**src/rtl/instr_encoder_pkg.sv**
```systemverilog
// ---------------------------------------------------------------------------
// instr_encoder_pkg
//   Shared ISA constants for the instruction encoder and decoder: request
//   class codes, the SPECIAL/REGIMM major opcodes, and the branch/jump
//   opcode and func codes that mark control-transfer instructions.
//   No ports; import with instr_encoder_pkg::*.
// ---------------------------------------------------------------------------
package instr_encoder_pkg;

  typedef enum logic [2:0] {
    CLS_R      = 3'd0,
    CLS_I      = 3'd1,
    CLS_J      = 3'd2,
    CLS_REGIMM = 3'd3,
    CLS_NOP    = 3'd4
  } instr_class_e;

  localparam logic [5:0] OP_SPECIAL = 6'b000000;
  localparam logic [5:0] OP_REGIMM  = 6'b000001;
  localparam logic [5:0] OP_BEQ     = 6'b000100;
  localparam logic [5:0] OP_BNE     = 6'b000101;
  localparam logic [5:0] OP_BLEZ    = 6'b000110;
  localparam logic [5:0] OP_BGTZ    = 6'b000111;

  localparam logic [5:0] FUNC_JR    = 6'b001000;
  localparam logic [5:0] FUNC_JALR  = 6'b001001;

  localparam logic [31:0] NOP_WORD  = 32'h0000_0000;

  // I-class opcodes that are conditional branches (need a delay slot).
  function automatic logic is_branch_op(input logic [5:0] op);
    return (op == OP_BEQ) || (op == OP_BNE) || (op == OP_BLEZ) || (op == OP_BGTZ);
  endfunction

endpackage

```
**src/rtl/instr_encoder_if.sv**
```systemverilog
// ---------------------------------------------------------------------------
// instr_encoder_if
//   Request channel into the encoder: valid/ready handshake plus the raw
//   instruction fields.
//   master : drives w_req_valid and the fields, samples w_req_ready
//   slave  : the encoder; drives w_req_ready
// ---------------------------------------------------------------------------
interface instr_encoder_if;
  logic        w_req_valid;
  logic        w_req_ready;
  logic [2:0]  w_req_class_3;
  logic [5:0]  w_op_type_6;
  logic [4:0]  w_rs_addr_5;
  logic [4:0]  w_rt_addr_5;
  logic [4:0]  w_rd_addr_5;
  logic [4:0]  w_sh_amt_5;
  logic [25:0] w_imm_val_26;

  modport master (
    output w_req_valid, w_req_class_3, w_op_type_6,
           w_rs_addr_5, w_rt_addr_5, w_rd_addr_5, w_sh_amt_5, w_imm_val_26,
    input  w_req_ready
  );

  modport slave (
    input  w_req_valid, w_req_class_3, w_op_type_6,
           w_rs_addr_5, w_rt_addr_5, w_rd_addr_5, w_sh_amt_5, w_imm_val_26,
    output w_req_ready
  );
endinterface

```
**src/rtl/instr_pack.sv**
```systemverilog
// ---------------------------------------------------------------------------
// instr_pack
//   Purely combinational field-to-word packer.
//   Inputs : req_class, op_type, rs/rt/rd, sh_amt, imm
//   Outputs: word      - encoded 32-bit instruction (0 for NOP/illegal)
//            ctrl_xfer - instruction is a jump/branch (wants a delay slot)
//            illegal   - class code 5..7
// ---------------------------------------------------------------------------
module instr_pack
  import instr_encoder_pkg::*;
(
  input  logic [2:0]  req_class,
  input  logic [5:0]  op_type,
  input  logic [4:0]  rs,
  input  logic [4:0]  rt,
  input  logic [4:0]  rd,
  input  logic [4:0]  sh_amt,
  input  logic [25:0] imm,
  output logic [31:0] word,
  output logic        ctrl_xfer,
  output logic        illegal
);

  always_comb begin
    word      = NOP_WORD;
    ctrl_xfer = 1'b0;
    illegal   = 1'b0;
    case (req_class)
      CLS_R: begin
        word      = {OP_SPECIAL, rs, rt, rd, sh_amt, op_type};
        ctrl_xfer = (op_type == FUNC_JR) || (op_type == FUNC_JALR);
      end
      CLS_I: begin
        word      = {op_type, rs, rt, imm[15:0]};
        ctrl_xfer = is_branch_op(op_type);
      end
      CLS_J: begin
        word      = {op_type, imm};
        ctrl_xfer = 1'b1;
      end
      CLS_REGIMM: begin
        // op_type carries the rt-field branch code in its low five bits.
        word      = {OP_REGIMM, rs, op_type[4:0], imm[15:0]};
        ctrl_xfer = 1'b1;
      end
      CLS_NOP: begin
        word = NOP_WORD;
      end
      default: begin
        illegal = 1'b1;
      end
    endcase
  end

endmodule

```
**src/rtl/instr_encoder.sv**
```systemverilog
// ---------------------------------------------------------------------------
// instr_encoder
//   Accepts instruction field requests, packs them into 32-bit words and
//   streams them into instruction memory at consecutive word addresses,
//   optionally padding a NOP delay slot after control transfers.
//   Ports:
//     clock, reset    - single clock, synchronous active-high reset
//     req             - request channel (instr_encoder_if.slave)
//     w_mem_we        - instruction-memory write strobe
//     w_mem_addr_32   - write byte address (held when w_mem_we is low)
//     w_mem_data_32   - encoded word (held when w_mem_we is low)
//     w_count_32      - words written since reset
//     w_full          - DEPTH words have been written; no further requests
//     w_err           - sticky: an illegal class was seen
// ---------------------------------------------------------------------------
module instr_encoder
  import instr_encoder_pkg::*;
#(
  parameter logic [31:0] BASE_ADDR      = 32'h0100_0000,
  parameter int unsigned DEPTH          = 1024,
  parameter bit          PAD_DELAY_SLOT = 1'b1
) (
  input  logic           clock,
  input  logic           reset,
  instr_encoder_if.slave req,
  output logic           w_mem_we,
  output logic [31:0]    w_mem_addr_32,
  output logic [31:0]    w_mem_data_32,
  output logic [31:0]    w_count_32,
  output logic           w_full,
  output logic           w_err
);

  localparam logic [1:0] S_IDLE  = 2'd0;
  localparam logic [1:0] S_WRITE = 2'd1;
  localparam logic [1:0] S_PAD   = 2'd2;
  localparam logic [1:0] S_FULL  = 2'd3;

  localparam logic [31:0] DEPTH_W = 32'(DEPTH);

  logic [1:0]  state_reg;
  logic [31:0] count_reg;
  logic        pad_pending_reg;

  logic [31:0] packed_word;
  logic        packed_ctrl;
  logic        packed_illegal;
  logic        transfer;
  logic [31:0] count_next;

  instr_pack u_pack (
    .req_class (req.w_req_class_3),
    .op_type   (req.w_op_type_6),
    .rs        (req.w_rs_addr_5),
    .rt        (req.w_rt_addr_5),
    .rd        (req.w_rd_addr_5),
    .sh_amt    (req.w_sh_amt_5),
    .imm       (req.w_imm_val_26),
    .word      (packed_word),
    .ctrl_xfer (packed_ctrl),
    .illegal   (packed_illegal)
  );

  assign w_full          = (count_reg == DEPTH_W);
  assign req.w_req_ready = (state_reg == S_IDLE) && !w_full;
  assign transfer        = req.w_req_valid && req.w_req_ready;
  assign w_count_32      = count_reg;
  // The count advances at the end of each write cycle, so during a write
  // count_reg still names the slot being written.
  assign count_next      = count_reg + 32'd1;

  always_ff @(posedge clock) begin
    if (reset) begin
      state_reg       <= S_IDLE;
      count_reg       <= 32'd0;
      pad_pending_reg <= 1'b0;
      w_mem_we        <= 1'b0;
      w_mem_addr_32   <= BASE_ADDR;
      w_mem_data_32   <= NOP_WORD;
      w_err           <= 1'b0;
    end else begin
      w_mem_we <= 1'b0;
      case (state_reg)
        S_IDLE: begin
          if (transfer) begin
            state_reg       <= S_WRITE;
            w_mem_we        <= 1'b1;
            w_mem_addr_32   <= BASE_ADDR + (count_reg << 2);
            w_mem_data_32   <= packed_word;
            pad_pending_reg <= PAD_DELAY_SLOT && packed_ctrl;
            if (packed_illegal) begin
              w_err <= 1'b1;
            end
          end
        end
        S_WRITE: begin
          count_reg <= count_next;
          // Filling the last slot wins over a pending delay-slot pad.
          if (count_next == DEPTH_W) begin
            state_reg <= S_FULL;
          end else if (pad_pending_reg) begin
            state_reg     <= S_PAD;
            w_mem_we      <= 1'b1;
            w_mem_addr_32 <= w_mem_addr_32 + 32'd4;
            w_mem_data_32 <= NOP_WORD;
          end else begin
            state_reg <= S_IDLE;
          end
        end
        S_PAD: begin
          count_reg <= count_next;
          state_reg <= (count_next == DEPTH_W) ? S_FULL : S_IDLE;
        end
        default: begin
          // S_FULL: terminal until reset.
          state_reg <= S_FULL;
        end
      endcase
    end
  end

endmodule

```
**src/flat_wrapper.sv**
```systemverilog
// flat-port wrapper written by rule: the top's interface ports become plain ports
module instr_encoder_flat import instr_encoder_pkg::*;
#(
  parameter logic [31:0] BASE_ADDR      = 32'h0100_0000,
  parameter int unsigned DEPTH          = 1024,
  parameter bit          PAD_DELAY_SLOT = 1'b1
)
  (clock, reset, w_mem_we, w_mem_addr_32, w_mem_data_32, w_count_32, w_full, w_err, req_w_req_valid, req_w_req_class_3, req_w_op_type_6, req_w_rs_addr_5, req_w_rt_addr_5, req_w_rd_addr_5, req_w_sh_amt_5, req_w_imm_val_26, req_w_req_ready);
  instr_encoder_if req_i ();
  input  logic clock;
  input  logic reset;
  output logic w_mem_we;
  output logic [31:0] w_mem_addr_32;
  output logic [31:0] w_mem_data_32;
  output logic [31:0] w_count_32;
  output logic w_full;
  output logic w_err;
  input wire logic [$bits(req_i.w_req_valid)-1:0] req_w_req_valid;
  input wire logic [$bits(req_i.w_req_class_3)-1:0] req_w_req_class_3;
  input wire logic [$bits(req_i.w_op_type_6)-1:0] req_w_op_type_6;
  input wire logic [$bits(req_i.w_rs_addr_5)-1:0] req_w_rs_addr_5;
  input wire logic [$bits(req_i.w_rt_addr_5)-1:0] req_w_rt_addr_5;
  input wire logic [$bits(req_i.w_rd_addr_5)-1:0] req_w_rd_addr_5;
  input wire logic [$bits(req_i.w_sh_amt_5)-1:0] req_w_sh_amt_5;
  input wire logic [$bits(req_i.w_imm_val_26)-1:0] req_w_imm_val_26;
  output wire logic [$bits(req_i.w_req_ready)-1:0] req_w_req_ready;
  assign req_i.w_req_valid = req_w_req_valid;
  assign req_i.w_req_class_3 = req_w_req_class_3;
  assign req_i.w_op_type_6 = req_w_op_type_6;
  assign req_i.w_rs_addr_5 = req_w_rs_addr_5;
  assign req_i.w_rt_addr_5 = req_w_rt_addr_5;
  assign req_i.w_rd_addr_5 = req_w_rd_addr_5;
  assign req_i.w_sh_amt_5 = req_w_sh_amt_5;
  assign req_i.w_imm_val_26 = req_w_imm_val_26;
  assign req_w_req_ready = req_i.w_req_ready;
  instr_encoder #(.BASE_ADDR(BASE_ADDR), .DEPTH(DEPTH), .PAD_DELAY_SLOT(PAD_DELAY_SLOT)) u_core (.clock(clock), .reset(reset), .req(req_i), .w_mem_we(w_mem_we), .w_mem_addr_32(w_mem_addr_32), .w_mem_data_32(w_mem_data_32), .w_count_32(w_count_32), .w_full(w_full), .w_err(w_err));
endmodule
```
**config.mk**
```make
export PLATFORM = sky130hd
export DESIGN_NAME = instr_encoder_flat
export DESIGN_NICKNAME = d
export VERILOG_FILES = /design/src/rtl/instr_encoder_pkg.sv /design/src/rtl/instr_encoder_if.sv /design/src/rtl/instr_pack.sv /design/src/rtl/instr_encoder.sv /design/src/flat_wrapper.sv
export SDC_FILE = /design/constraint.sdc
export NUM_CORES = 1
export LEC_CHECK = 0
export ABC_AREA = 1
export CAP_MARGIN = 0
export CELL_PAD_IN_SITES_DETAIL_PLACEMENT = 0
export CELL_PAD_IN_SITES_GLOBAL_PLACEMENT = 1
export CORE_AREA = 2 2 142 144
export DETAILED_ROUTE_END_ITERATION = 12
export DIE_AREA = 0 0 144 146
export PLACE_DENSITY_LB_ADDON = 0.1
export SLEW_MARGIN = 20
export SYNTH_ARGS = -nofsm -noshare
export SYNTH_HDL_FRONTEND = slang
export SYNTH_SLANG_ARGS = --single-unit
```
**constraint.sdc**
```tcl
create_clock -name clock -period 4.5 [get_ports clock]
set_input_delay 1.35 -clock clock [delete_from_list [all_inputs] [get_ports clock]]
set_output_delay 1.35 -clock clock [all_outputs]
set_load 0.02 [all_outputs]
```
# After elaboration in Yosys (flattened, before gate mapping)
# Cells that the tools add are included.
dict set report totals {
  latch_bits 0
  memories 0
  register_bits 101
  ram_bits 0
  mem_bits_ro 0
  input_bits 58
  out_inout_bits 100
}
dict set report classes {
  div_mod_pow 0
  add_sub_neg 3
  n_reduce_logical 16
  order_cmp 0
  n_mux 19
  shift 0
  n_bitwise 1
  eq_ne 17
  n_mul 0
}
# cell n
set op_table {}
lappend op_table {{two-way mux 32 bit} 6}
lappend op_table {{case mux 32 bit (2 select lines)} 2}
lappend op_table {{case mux 32 bit (4 select lines)} 1}
lappend op_table {{equality test 32 x 11 -> 1 bit, second input constant} 2}
lappend op_table {{adder 25 x 32 -> 32 bit, first input constant} 1}
lappend op_table {{adder 32 x 1 -> 32 bit, second input constant} 1}
lappend op_table {{adder 32 x 3 -> 32 bit, second input constant} 1}
lappend op_table {{equality test 6 x 3 -> 1 bit, second input constant} 4}
lappend op_table {{equality test 6 x 4 -> 1 bit, second input constant} 2}
lappend op_table {{two-way mux 2 bit} 4}
lappend op_table {{equality test 3 x 2 -> 1 bit, second input constant} 2}
lappend op_table {{case mux 2 bit (3 select lines)} 1}
lappend op_table {{OR reduction 5 bit} 1}
lappend op_table {{logical OR 1 bit} 4}
lappend op_table {{!= test 2 x 1 -> 1 bit, second input constant} 2}
lappend op_table {{AND reduction 4 bit} 1}
lappend op_table {{OR reduction 2 bit} 2}
lappend op_table {{equality test 3 x 1 -> 1 bit, second input constant} 1}
lappend op_table {{equality test 3 bit, second input constant} 1}
lappend op_table {{logical NOT 3 bit} 1}
lappend op_table {{two-way mux 1 bit} 3}
lappend op_table {{case mux 1 bit (3 select lines)} 1}
lappend op_table {{AND reduction 3 bit} 1}
lappend op_table {{equality test 2 x 1 -> 1 bit, second input constant} 1}
lappend op_table {{9 further kinds} 10}

# Logic depth before layout (Yosys ltp)
# Gate-level depths: netlist of the first run.
dict set report depth {
  depth_word 6
  depth_mapped 18
  ltp_nobuf 16
}

# By module
# A second synthesis of the first run with hierarchy kept.
dict set report hier_totals {
  cells_unflattened 1288
  area_unflattened_um2 7273.2
}
# module seq_area_each_um2 cells_per_inst area_per_inst_um2 n_inst
set modules_own_cells {}
lappend modules_own_cells {instr_encoder 1981.9 1143 6640.1 1}
lappend modules_own_cells {instr_pack 0.0 145 633.1 1}

# Least setup slack after synthesis of the first run
# No wires, ideal clock.
dict set report synth_timing {
  path_kind {flip-flop to output port}
  from {register u_core.count_reg[0] (netlist: u_core.w_count_32[0])}
  to {output req_w_req_ready}
  required_time_ns 3.150
  path_buffers 0
  path_stages_with_launch 8
  arrival_ns 1.502
  path_slack_ns 1.648
  path_cell_list {dfxtp_1 -> inv_2 -> ha_1 -> nand4_1 -> nor3_1 -> nand4_1 -> inv_1 -> nor2_1}
}
dict set report synth_via {
  elab_chain_cells 3
}
# element line
set synth_rtl {}
lappend synth_rtl {{from (decl)} instr_encoder.sv:42} ;# logic [31:0] count_reg;
lappend synth_rtl {{from (signal assigned)} instr_encoder.sv:97} ;# count_reg <= count_next;
lappend synth_rtl {{from (signal assigned)} instr_encoder.sv:111} ;# count_reg <= count_next;
lappend synth_rtl {{equality test 32 x 11 -> 1 bit} instr_encoder.sv:64} ;# assign w_full = (count_reg == DEPTH_W);
lappend synth_rtl {{named net w_full} flat_wrapper.sv:16} ;# output logic w_full;
lappend synth_rtl {{logical NOT 1 bit} instr_encoder.sv:65} ;# assign req.w_req_ready = (state_reg == S_IDLE) && !w_full;
lappend synth_rtl {{logical AND 1 bit} instr_encoder.sv:65}
lappend synth_rtl {{to (decl)} flat_wrapper.sv:26} ;# output wire logic [$bits(req_i.w_req_ready)-1:0] req_w_req_ready;
# The timed path passes the listed nets, and every way through them passes these cells.

# Final worst setup path of the first run
dict set report layout_timing {
  from {register u_core.count_reg[22] (netlist: u_core.w_count_32[22])}
  to {output req_w_req_ready}
}
dict set report layout_via {
  elab_chain_cells 3
}
# element line
set layout_rtl {}
lappend layout_rtl {{equality test 32 x 11 -> 1 bit} instr_encoder.sv:64}
lappend layout_rtl {{logical NOT 1 bit} instr_encoder.sv:65}
lappend layout_rtl {{logical AND 1 bit} instr_encoder.sv:65}
# No other way between the ends.

==> results.md, run 1 <==
* Status: complete, no violations
* Sink Count at 99
* CP Capture Type: output pin
* Core area at 19,300 sq um
* Hold path start: u_core.w_err$_SDFFE_PP0P_
* Worst path bufs/invs at 3
* Worst r2r path cells at 16
* Final WL at 25,200 um
* WP data arrival at 2.39 ns
* MaxCap Viol Count at 0
* Hold WS at 0.477 ns
* Hold Path End: u_core.w_err$_SDFFE_PP0P_
* Distinct cells, synth at 39
* Hold crit path type: reg2reg
* Post-DP HPWL at 19,100 um
* Fin crit share at 0.831
* Placed Cells at 1,624
* Final #Nets at 1,437
* RD Place Congestion at 0.901
* Main combinational cell family by area after synthesis: simple AND/OR/NAND/NOR gates
* Hold Path Cell Cnt at 1
* Peak fanout along the critical path at 7
* Worst setup SP type: flip-flop
* Yosys Warn Count at 0
* RSZ-0062 raised after global routing: false
* Max Slew Vio Count at 0
* Vias at 7,924
* Share of cells above drive strength 1 at 0.0364
* Site Rows at 51
* PwrDens at 493 nW/um^2
* Fmax at 268 MHz
* Leakage at 4.26 nW
* Area share of fa/ha/maj cells after synthesis at 0.0158
* Critical-path cell list: inv_1 -> ha_1 -> nand4_1 -> nor3_1 -> nand4_1 -> inv_1 -> nor2_1 -> clkdlybuf4s50_1
* Vias in the first global route at 7,173
* IO buf count at 155
* # fillers at 2,105
* Post-synthesis simple-gate area fraction at 0.417
* Die height at 146 um
* Peak VDD IR at 238 uV
* Avg Cell Area, Syn at 5.74 sq um
* Post-CTS Setup Inserts at 0
* Final hold viol count at 0
* # setup viols final at 0
* FF-to-FF End: u_core.w_mem_addr_32[5]$_SDFFE_PP0P_
* Total power draw at 4.54 mW
* Largest net degree at the start of global routing at 52
* FF-to-FF Start: u_core.w_count_32[10]$_SDFFE_PP0P_
* Post-synthesis mux area share at 0
* Min cycle time layout at 3.74 ns
* Slew @ Worst Pin at 0.658 ns
* Delay-heaviest family, CP: buffers and inverters
* Setup TNS at 0 ns
* Worst path max stage delay at 0.62 ns
* Num CTS Buffers at 9
* Antenna-violating nets left at 0
* Crit path kind: reg2out
* Post-cts repair resize count at 0
* H-tree Lvls at 3
* Drt wl/cell at 15.4 um
* Hold_buf cts at 0
* CTS tree: done
* #FFs+latches synth at 99
* Antenna cells at 0
* Vias per cell at 4.83
* Register area share after synthesis at 0.278
* Rel. slew slack at 0.559
* Number of antenna violations at the first check in global routing at 0
* Compound-cell area share of the yosys netlist at 0.118
* I/O pin count at 158
* Non-Filler Instances at 1,639
* 1st-iter DRT viols at 519
* Synthesis-to-finish area growth at 29.2%
* Clock Skew at 0.0121 ns
* Die X at 144 um
* Final Util at 0.476
* Crit path max-delay cell type: clkdlybuf4s50_1
* Total GRT Usage at 0.239
* Grt ovf at 0
* Die ar. at 21,000 sq um
* Initial core utilization at 0.369
* Mapped Cells at 1,241
* Pre-antenna DRT Iters at 5
* First-pass GRT wire length at 39,400 um
* Synth Cell Area at 7130 sq um
* Clk Latency, worst-skew pair at 0.36 ns
* Largest buffer count on any clock path at 2
* Root Driver: clkbuf_16
* Post-Synth XOR/XNOR Area at 0.0233
* Residual DRC at 0
* R2r setup slk at 1.44 ns
* Clk slew on worst S/H paths at 0.07 ns
* CP required at 3.15 ns
## cell type report
| cell class | instances | area, sq um | share of cell area |
|---|---|---|---|
| clock buffers | 11 | 243 | 0.0264 |
| clock inverters | 4 | 98.8 | 0.0107 |
| inverters | 213 | 800 | 0.0868 |
| multi-input cells | 880 | 4110 | 0.447 |
| flip-flops and latches | 99 | 1980 | 0.215 |
| well taps | 265 | 332 | 0.0360 |
| repair buffers | 167 | 1640 | 0.178 |
## layout by cell type, fill, tap and decap left out, types with 2 or more instances in the layout
cell | netlist | routed
dfxtp_1 | 99 | 99
nor2_1 | 182 | 182
inv_1 | 206 | 205
a22oi_1 | 3 | 3
buf_4 | 2 | 12
a21oi_1 | 60 | 59
a22o_1 | 11 | 11
clkdlybuf4s50_1 | 0 | 155
nor2_4 | 7 | 7
a31oi_1 | 4 | 4
clkbuf_16 | 0 | 9
nor3_1 | 20 | 20
nand3b_1 | 2 | 2
nand2_2 | 5 | 5
o21ai_0 | 70 | 70
o21bai_1 | 2 | 2
o21ai_1 | 2 | 2
inv_2 | 6 | 6
xor2_1 | 18 | 18
clkinv_1 | 1 | 2
nand2_1 | 360 | 360
nand3_1 | 49 | 49
ha_1 | 9 | 9
bufinv_16 | 0 | 3
conb_1 | 1 | 2
nand4_1 | 62 | 62
## worst max path at each step
stage,startpoint,to,slack [ns],cells after the start
after floorplan,u_core.w_count_32[0]$_SDFFE_PP0P_,req_w_req_ready,1.65,7
after global placement,req_w_req_class_3[2],u_core.w_mem_data_32[28]$_SDFFE_PP0P_,1.0,8
after detailed placement,req_w_req_class_3[2],u_core.w_mem_data_32[29]$_SDFFE_PP0P_,0.96,8
after CTS,u_core.w_count_32[22]$_SDFFE_PP0P_,req_w_req_ready,0.76,8
after global routing,u_core.w_count_32[22]$_SDFFE_PP0P_,req_w_req_ready,0.63,8
final,u_core.w_count_32[22]$_SDFFE_PP0P_,req_w_req_ready,0.76,8
## stage by stage
stage                     cell area, sq um  setup slack [ns]
after floorplan                       7130              1.65
after global placement                8870             0.998
after detailed placement              8870             0.963
after CTS                             9210             0.757
after global routing                  9210             0.634
final                                 9210             0.762
## logic make-up (layout without fill, tap and decap cells)
family	Yosys count	after routing
xor gates and xnor gates	19	19
and+or+nand+nor	695	695
AOI/OAI and AO/OA	155	155
DFF	99	99
buffers and inverters	263	395
other	1	2
adders and majority gates	9	9
## power by group
| part | total [mW] | internal, mW | switching, mW |
|---|---|---|---|
| Combinational | 2.22 | 0.865 | 1.36 |
| Sequential | 1.39 | 1.11 | 0.283 |
| Clock | 0.923 | 0.558 | 0.365 |
| Total | 4.54 | 2.53 | 2.01 |
## per-layer routing
| metal | track usage | vias to the layer above | share of wire |
|---|---|---|---|
| met3 | 0.0283 | 25 | 0.041 |
| met1 | 0.362 | 3585 | 0.51 |
| met5 | 0 | - | 0 |
| met4 | 0.0569 | 0 | 0.015 |
| li1 | - | 4136 | - |
| met2 | 0.358 | 178 | 0.44 |
## cell usage after synthesis
master	n	area share
nand2_1	360	0.19
inv_1	206	0.11
nor2_1	182	0.096
dfxtp_1	99	0.28
o21ai_0	70	0.049
nand4_1	62	0.054
a21oi_1	60	0.042
nand3_1	49	0.034
clkbuf_1	34	0.018
nor3_1	20	0.014
xor2_1	18	0.022
a22o_1	11	0.014
ha_1	9	0.016
buf_6	7	0.011
nor2_4	7	0.011
inv_2	6	0.0032
buf_1	5	0.0026
nand2_2	5	0.0044
a31oi_1	4	0.0035
a22oi_1	3	0.0032
buf_2	2	0.0014
buf_4	2	0.0021
nand3b_1	2	0.0021
o21ai_1	2	0.0014
o21bai_1	2	0.0021
and2_1	1	0.00088
clkinv_1	1	0.00053
conb_1	1	0.00053
nand3_2	1	0.0014
nand4_2	1	0.0018
nor2_2	1	0.00088
nor2_8	1	0.0028
nor3b_1	1	0.0011
nor4b_1	1	0.0012
o211ai_1	1	0.0011
o21a_1	1	0.0011
o41ai_1	1	0.0012
or2_2	1	0.00088
xnor2_1	1	0.0012
Power figures use the tool's default switching activity.
==> inputs of run 2 (changes only) <==
--- a/config.mk
+++ b/config.mk
@@ -9,9 +9,9 @@
 export CAP_MARGIN = 0
 export CELL_PAD_IN_SITES_DETAIL_PLACEMENT = 0
 export CELL_PAD_IN_SITES_GLOBAL_PLACEMENT = 1
-export CORE_AREA = 2 2 142 144
+export CORE_AREA = 2 2 155 157
 export DETAILED_ROUTE_END_ITERATION = 12
-export DIE_AREA = 0 0 144 146
+export DIE_AREA = 0 0 157 159
 export PLACE_DENSITY_LB_ADDON = 0.1
 export SLEW_MARGIN = 20
 export SYNTH_ARGS = -nofsm -noshare
==> constraint.sdc (replaced) <==
create_clock -name clock -period 3.1 [get_ports clock]
set_input_delay 0.93 -clock clock [delete_from_list [all_inputs] [get_ports clock]]
set_output_delay 0.93 -clock clock [all_outputs]
set_load 0.02 [all_outputs]
==> run 2 against run 1 <==
Compared with the run above: critical endpoint unchanged; power up 44%; largest power group unchanged; highest routed layer unchanged; via count up 0.67%; cell count up 4.6%; cell area up 2.1%.
==> results.md, run 2 (synthesis results as in run 1) <==
* Status: complete, no violations
* Final hold viol count at 0 (unchanged)
* Slew @ Worst Pin at 0.530 ns (-0.128 ns)
* Final Util at 0.405 (-0.0708)
* Fin worst setup slack at 0.157 ns (-0.606 ns)
* Leading cell types in the layout, fill and taps excluded: nand2_1 (360), inv_1 (205), nor2_1 (181)
* Largest buffer count on any clock path at 2 (unchanged)
* Fmax at 340 MHz
* Synthesis-to-finish area growth at 31.9%
* Fin crit share at 0.950
* Die ar. at 25,000 sq um (+19%)
* Sink Count at 99 (unchanged)
* Peak VDD IR at 259 uV (+9.0%)
* Largest net degree at the start of global routing at 63 (+21%)
* IO buf count at 155 (unchanged)
* H-tree Lvls at 3 (unchanged)
* Num CTS Buffers at 9 (unchanged)
* # setup viols final at 0 (unchanged)
* Die height at 159 um (+8.9%)
* Max Slew Vio Count at 0 (unchanged)
* Most common cell after layout, fill and taps aside: nand2_1
* Rel. slew slack at 0.647 (+0.0872)
* 1st-iter DRT viols at 574 (+11%)
* Root Driver: clkbuf_16
* Clk Latency, worst-skew pair at 0.37 ns (about the same)
* Post-Place Worst Slack at 0.183 ns (-0.780 ns)
* Pre-antenna DRT Iters at 5 (unchanged)
* Vias at 7,977 (+0.67%)
* Vias per cell at 4.65 (-3.8%)
* Leakage at 4.34 nW (+2.0%)
* I/O pin count at 158 (unchanged)
* Final #Nets at 1,458 (+1.5%)
* Antenna-violating nets left at 0 (unchanged)
* RSZ-0062 raised after global routing: false
* Residual DRC at 0 (unchanged)
* Antenna cells at 0 (unchanged)
* Share of cells above drive strength 1 at 0.0566 (+0.0202)
* PwrDens at 694 nW/um^2 (+41%)
* Number of antenna violations at the first check in global routing at 0 (unchanged)
* Hold_buf cts at 0 (unchanged)
* Post-DP HPWL at 20,600 um (+8.0%)
* WP data arrival at 2.01 ns (-0.38 ns)
* Die X at 157 um (+9.0%)
* MaxCap Viol Count at 0 (unchanged)
* First-pass GRT wire length at 41,800 um (+6.0%)
* Drt wl/cell at 15.7 um (+2.1%)
* Clock Skew at 0.0143 ns (+0.00220 ns)
* CP Capture Type: output pin
* Final WL at 27,000 um (+6.9%)
* Worst setup SP type: flip-flop
* CP required at 2.17 ns (-0.98 ns)
* Total GRT Usage at 0.216 (-0.0226)
* Core area at 23,200 sq um (+20%)
* Initial core utilization at 0.307 (-0.0613)
* Setup TNS at 0 ns (unchanged)
* RD Place Congestion at 0.866 (-3.9%)
* Min cycle time layout at 2.94 ns
* Vias in the first global route at 7,257 (+1.2%)
* Peak fanout along the critical path at 6 (-1)
* Crit path kind: reg2out
* Site Rows at 56 (+9.8%)
* Post-CTS Setup Inserts at 0 (unchanged)
* Grt ovf at 0 (unchanged)
* Hold crit path type: reg2reg
* Clk slew on worst S/H paths at 0.08 ns (about the same)
* CTS tree: done
## run 2: changes by cell type in the layout (fill, tap and decap cells not counted), sizes merged, moves of 2 or more
cell	delta
bufinv	-3
clkdlybuf4s50	-2
buf	+21
dlygate4sd2	+2
clkinvlp	+2
inv	+4
## run 2: metal layers
metal	wire [um]	track usage	up-vias
met2	11800	0.331	177
li1	-	-	4175
met4	311	0.0492	0
met1	13700	0.322	3609
met3	1180	0.0261	16
met5	0	0	-
## run 2: area by class of cell
class	instances	area, sq um
multi-input combinational	880	4120
timing repair buffer	188	1820
clock buffer	10	229
inverter	213	800
clock inverter	6	46.3
tap	319	399
sequential	99	1990
fill	2558	13800
## run 2: path summary, 6_finish.rpt
path | end | cells after the start | from | slack [ns]
hold reg to reg | u_core.w_err$_SDFFE_PP0P_ | 1 | u_core.w_err$_SDFFE_PP0P_ | 0.48
setup reg to reg | u_core.w_mem_data_32[1]$_SDFFE_PP0P_ | 17 | u_core.w_count_32[0]$_SDFFE_PP0P_ | 0.30
hold / removal | u_core.w_err$_SDFFE_PP0P_ | 1 | u_core.w_err$_SDFFE_PP0P_ | 0.48
setup / recovery | req_w_req_ready | 7 | u_core.w_count_32[18]$_SDFFE_PP0P_ | 0.16
## run 2: stage by stage
stage	cell area [sq um]	power, mW	hold slack (ns)	cells
after floorplan	7130	3.99	0.458	1242
after global placement	9120	5.40	0.457	1699
after detailed placement	9120	5.40	0.465	1699
after CTS	9400	6.57	0.484	1715
after global routing	9400	7.04	0.503	1715
final	9400	6.52	0.480	1715
## run 2: critical path: stages (launching register included)
cell and delay (ns):
dfxtp_2 0.39, inv_1 0.14, nand4_1 0.19, nor3_2 0.18, nand4_1 0.23, inv_1 0.13
nor2_1 0.06, dlygate4sd2_1 0.33
## run 2: power by group
group          leakage, nW  switching (mW)  internal, mW
logic                 3.39            2.04          1.33
registers            0.819           0.407          1.61
clock network        0.130           0.577         0.554
## run 2: timing repair
action                                  4_1_cts  5_1_grt
gates resized for setup                       5        4
pin swaps                                     0        1
endpoints found under the setup margin        2       47
==> inputs of run 3 (changes only) <==
--- a/config.mk
+++ b/config.mk
@@ -8,10 +8,11 @@
 export ABC_AREA = 1
 export CAP_MARGIN = 0
 export CELL_PAD_IN_SITES_DETAIL_PLACEMENT = 0
-export CELL_PAD_IN_SITES_GLOBAL_PLACEMENT = 1
-export CORE_AREA = 2 2 155 157
+export CELL_PAD_IN_SITES_GLOBAL_PLACEMENT = 2
+export CORE_AREA = 2 2 176 178
+export CTS_BUF_LIST = sky130_fd_sc_hd__clkbuf_4 sky130_fd_sc_hd__clkbuf_8
 export DETAILED_ROUTE_END_ITERATION = 12
-export DIE_AREA = 0 0 157 159
+export DIE_AREA = 0 0 178 180
 export PLACE_DENSITY_LB_ADDON = 0.1
 export SLEW_MARGIN = 20
 export SYNTH_ARGS = -nofsm -noshare
==> run 3 against run 2 <==
Compared with the run above: worst setup slack worse by 0.037 ns; critical endpoint unchanged; die area is 28% higher; highest routed layer unchanged; via count hardly changed.
==> results.md, run 3 (synthesis results as in run 1) <==
* Status: complete, no violations
* Met2 Use GR at 0.289 (-0.0418)
* Hold crit path type: reg2reg
* # setup viols final at 0 (unchanged)
* Site Rows at 64 (+14%)
* First-pass GRT wire length at 45,900 um (+9.9%)
* FF-to-FF Start: u_core.w_count_32[6]$_SDFFE_PP0P_
* Fin worst setup slack at 0.120 ns (-0.0369 ns)
* RD Place Congestion at 0.840 (-2.9%)
* Reg area at 2000 sq um (+0.44%)
* Post-DP HPWL at 23,100 um (+12%)
* GRT met3 Usage at 0.0241 (-0.00202)
* Antenna-violating nets left at 0 (unchanged)
* Number of antenna violations at the first check in global routing at 0 (unchanged)
* Post-Place Worst Slack at 0.0147 ns (-0.168 ns)
* Clock Skew at 0.0242 ns (+0.00991 ns)
* Slew @ Worst Pin at 0.575 ns (+0.0454 ns)
* Drt wl/cell at 16.6 um (+5.9%)
* Peak VDD IR at 192 uV (-26%)
* Largest net degree at the start of global routing at 59 (-6.3%)
* Final Util at 0.316 (-0.0896)
* Busiest layer in global routing: met2
* # fillers at 3,489 (+36%)
* CTS tree: done
* Share of cells above drive strength 1 at 0.0670 (+0.0105)
* Antenna cells at 0 (unchanged)
* Fin crit share at 0.961 (+0.0119)
* Clk Latency, worst-skew pair at 0.41 ns (+0.04 ns)
* Met1 Usage GRT at 0.275 (-0.0462)
* Setup TNS at 0 ns (unchanged)
* Setup crit start: u_core.w_count_32[22]$_SDFFE_PP0P_
* Area taken by multi-input logic gates at 4130 sq um (+0.30%)
* Hold_buf cts at 0 (unchanged)
* Pre-antenna DRT Iters at 5 (unchanged)
* 1st-iter DRT viols at 441 (-23%)
* Crit path kind: reg2out
* PwrDens at 687 nW/um^2 (-0.90%)
* MaxCap Viol Count at 0 (unchanged)
* Final WL at 29,900 um (+11%)
* Final hold viol count at 0 (unchanged)
* CP Capture Type: output pin
* Most Frequent Cell on Critical Path: nand4_1
* Hold path start: u_core.w_mem_data_32[23]$_SDFFE_PP0P_
* Rel. slew slack at 0.616 (-0.0303)
* Crit path max-delay cell type: dfxtp_4
* CP required at 2.17 ns (about the same)
* Leading cell types in the layout, fill and taps excluded: nand2_1 (360), inv_1 (203), nor2_1 (182)
* Min cycle time layout at 2.98 ns (+0.0369 ns)
* Sink Count at 99 (unchanged)
* Worst path max stage delay at 0.41 ns (+0.02 ns)
* Die ar. at 32,000 sq um (+28%)
* Most common cell after layout, fill and taps aside: nand2_1
* H-tree Lvls at 3 (unchanged)
* Num CTS Buffers at 9 (unchanged)
* Synthesis-to-finish area growth at 33.7%
* Die X at 178 um (+13%)
* Grt ovf at 0 (unchanged)
* Total GRT Usage at 0.188 (-0.0282)
* Largest buffer count on any clock path at 2 (unchanged)
* WP data arrival at 2.05 ns (+0.04 ns)
* I/O pin count at 158 (unchanged)
* Leakage at 4.37 nW (+0.53%)
* Final #Nets at 1,464 (+0.41%)
* Vias at 7,972 (-0.063%)
* Die height at 180 um (+13%)
* RSZ-0062 raised after global routing: false
* Peak fanout along the critical path at 5 (-1)
* Fmax at 336 MHz (-1.2%)
* Max Slew Vio Count at 0 (unchanged)
* Residual DRC at 0 (unchanged)
* Initial core utilization at 0.236 (-0.0712)
* Root Driver: clkbuf_8
* Vias in the first global route at 7,707 (+6.2%)
* Critical-path cell list: inv_2 -> ha_2 -> nand4_1 -> nor3_1 -> nand4_1 -> buf_4 -> inv_1 -> nor2_1 -> clkdlybuf4s15_1
* Worst setup SP type: flip-flop
* Vias per cell at 4.43 (-4.7%)
* R2r setup slk at 0.27 ns (-0.03 ns)
* Clk slew on worst S/H paths at 0.12 ns (+0.04 ns)
* Core area at 30,200 sq um (+30%)
* IO buf count at 155 (unchanged)
run 3: report_power, final:
| part | switching [mW] | total (mW) | internal, mW |
|---|---|---|---|
| Sequential | 0.431 | 2.04 | 1.61 |
| Combinational | 2.09 | 3.46 | 1.37 |
| Clock | 0.570 | 1.05 | 0.481 |
| Total | 3.09 | 6.55 | 3.46 |
run 3: critical path, delay by kind of cell, from the launching register on:
kind | cells | cell delay [ns]
and+or+nand+nor | 4 | 0.39
DFF | 1 | 0.41
buffers and inverters | 4 | 0.62
adders and majority gates | 1 | 0.22
run 3: worst paths after layout:
check	end	cells after the start
max	req_w_req_ready	9
min	u_core.w_mem_data_32[23]$_SDFFE_PP0P_	4
max reg2reg	u_core.w_mem_data_32[20]$_SDFFE_PP0P_	16
min reg2reg	u_core.w_mem_data_32[23]$_SDFFE_PP0P_	4
run 3: routing by layer:
| metal | up-vias | share of wire |
|---|---|---|
| met5 | - | 0 |
| met4 | 0 | 0.014 |
| met3 | 22 | 0.032 |
| met2 | 138 | 0.44 |
| met1 | 3613 | 0.51 |
| li1 | 4199 | - |
run 3: layout make-up:
| cell class | count | share of cell area |
|---|---|---|
| clock buffer | 11 | 0.0146 |
| clock inverter | 5 | 0.00906 |
| inverter | 213 | 0.0839 |
| multi-input combinational | 880 | 0.433 |
| sequential | 99 | 0.209 |
| tap | 396 | 0.0520 |
| timing repair buffer | 194 | 0.198 |
run 3: what timing repair did:
item	CTS	global route
pin swaps	3	1
setup endpoints to repair	2	56
gates resized for setup	13	7
gates cloned	0	0
buffers inserted	0	1
run 3: stage by stage:
stage          std cells  power [mW]  hold slack [ns]  instance area, sq um
3_3_place_gp        1781        5.56            0.497                  9270
3_5_place_dp        1781        5.54            0.496                  9270
5_1_grt             1798        7.11            0.547                  9530
4_1_cts             1797        6.64            0.517                  9510
6_report            1798        6.55            0.514                  9530
2_1_floorplan       1242        3.99            0.458                  7130
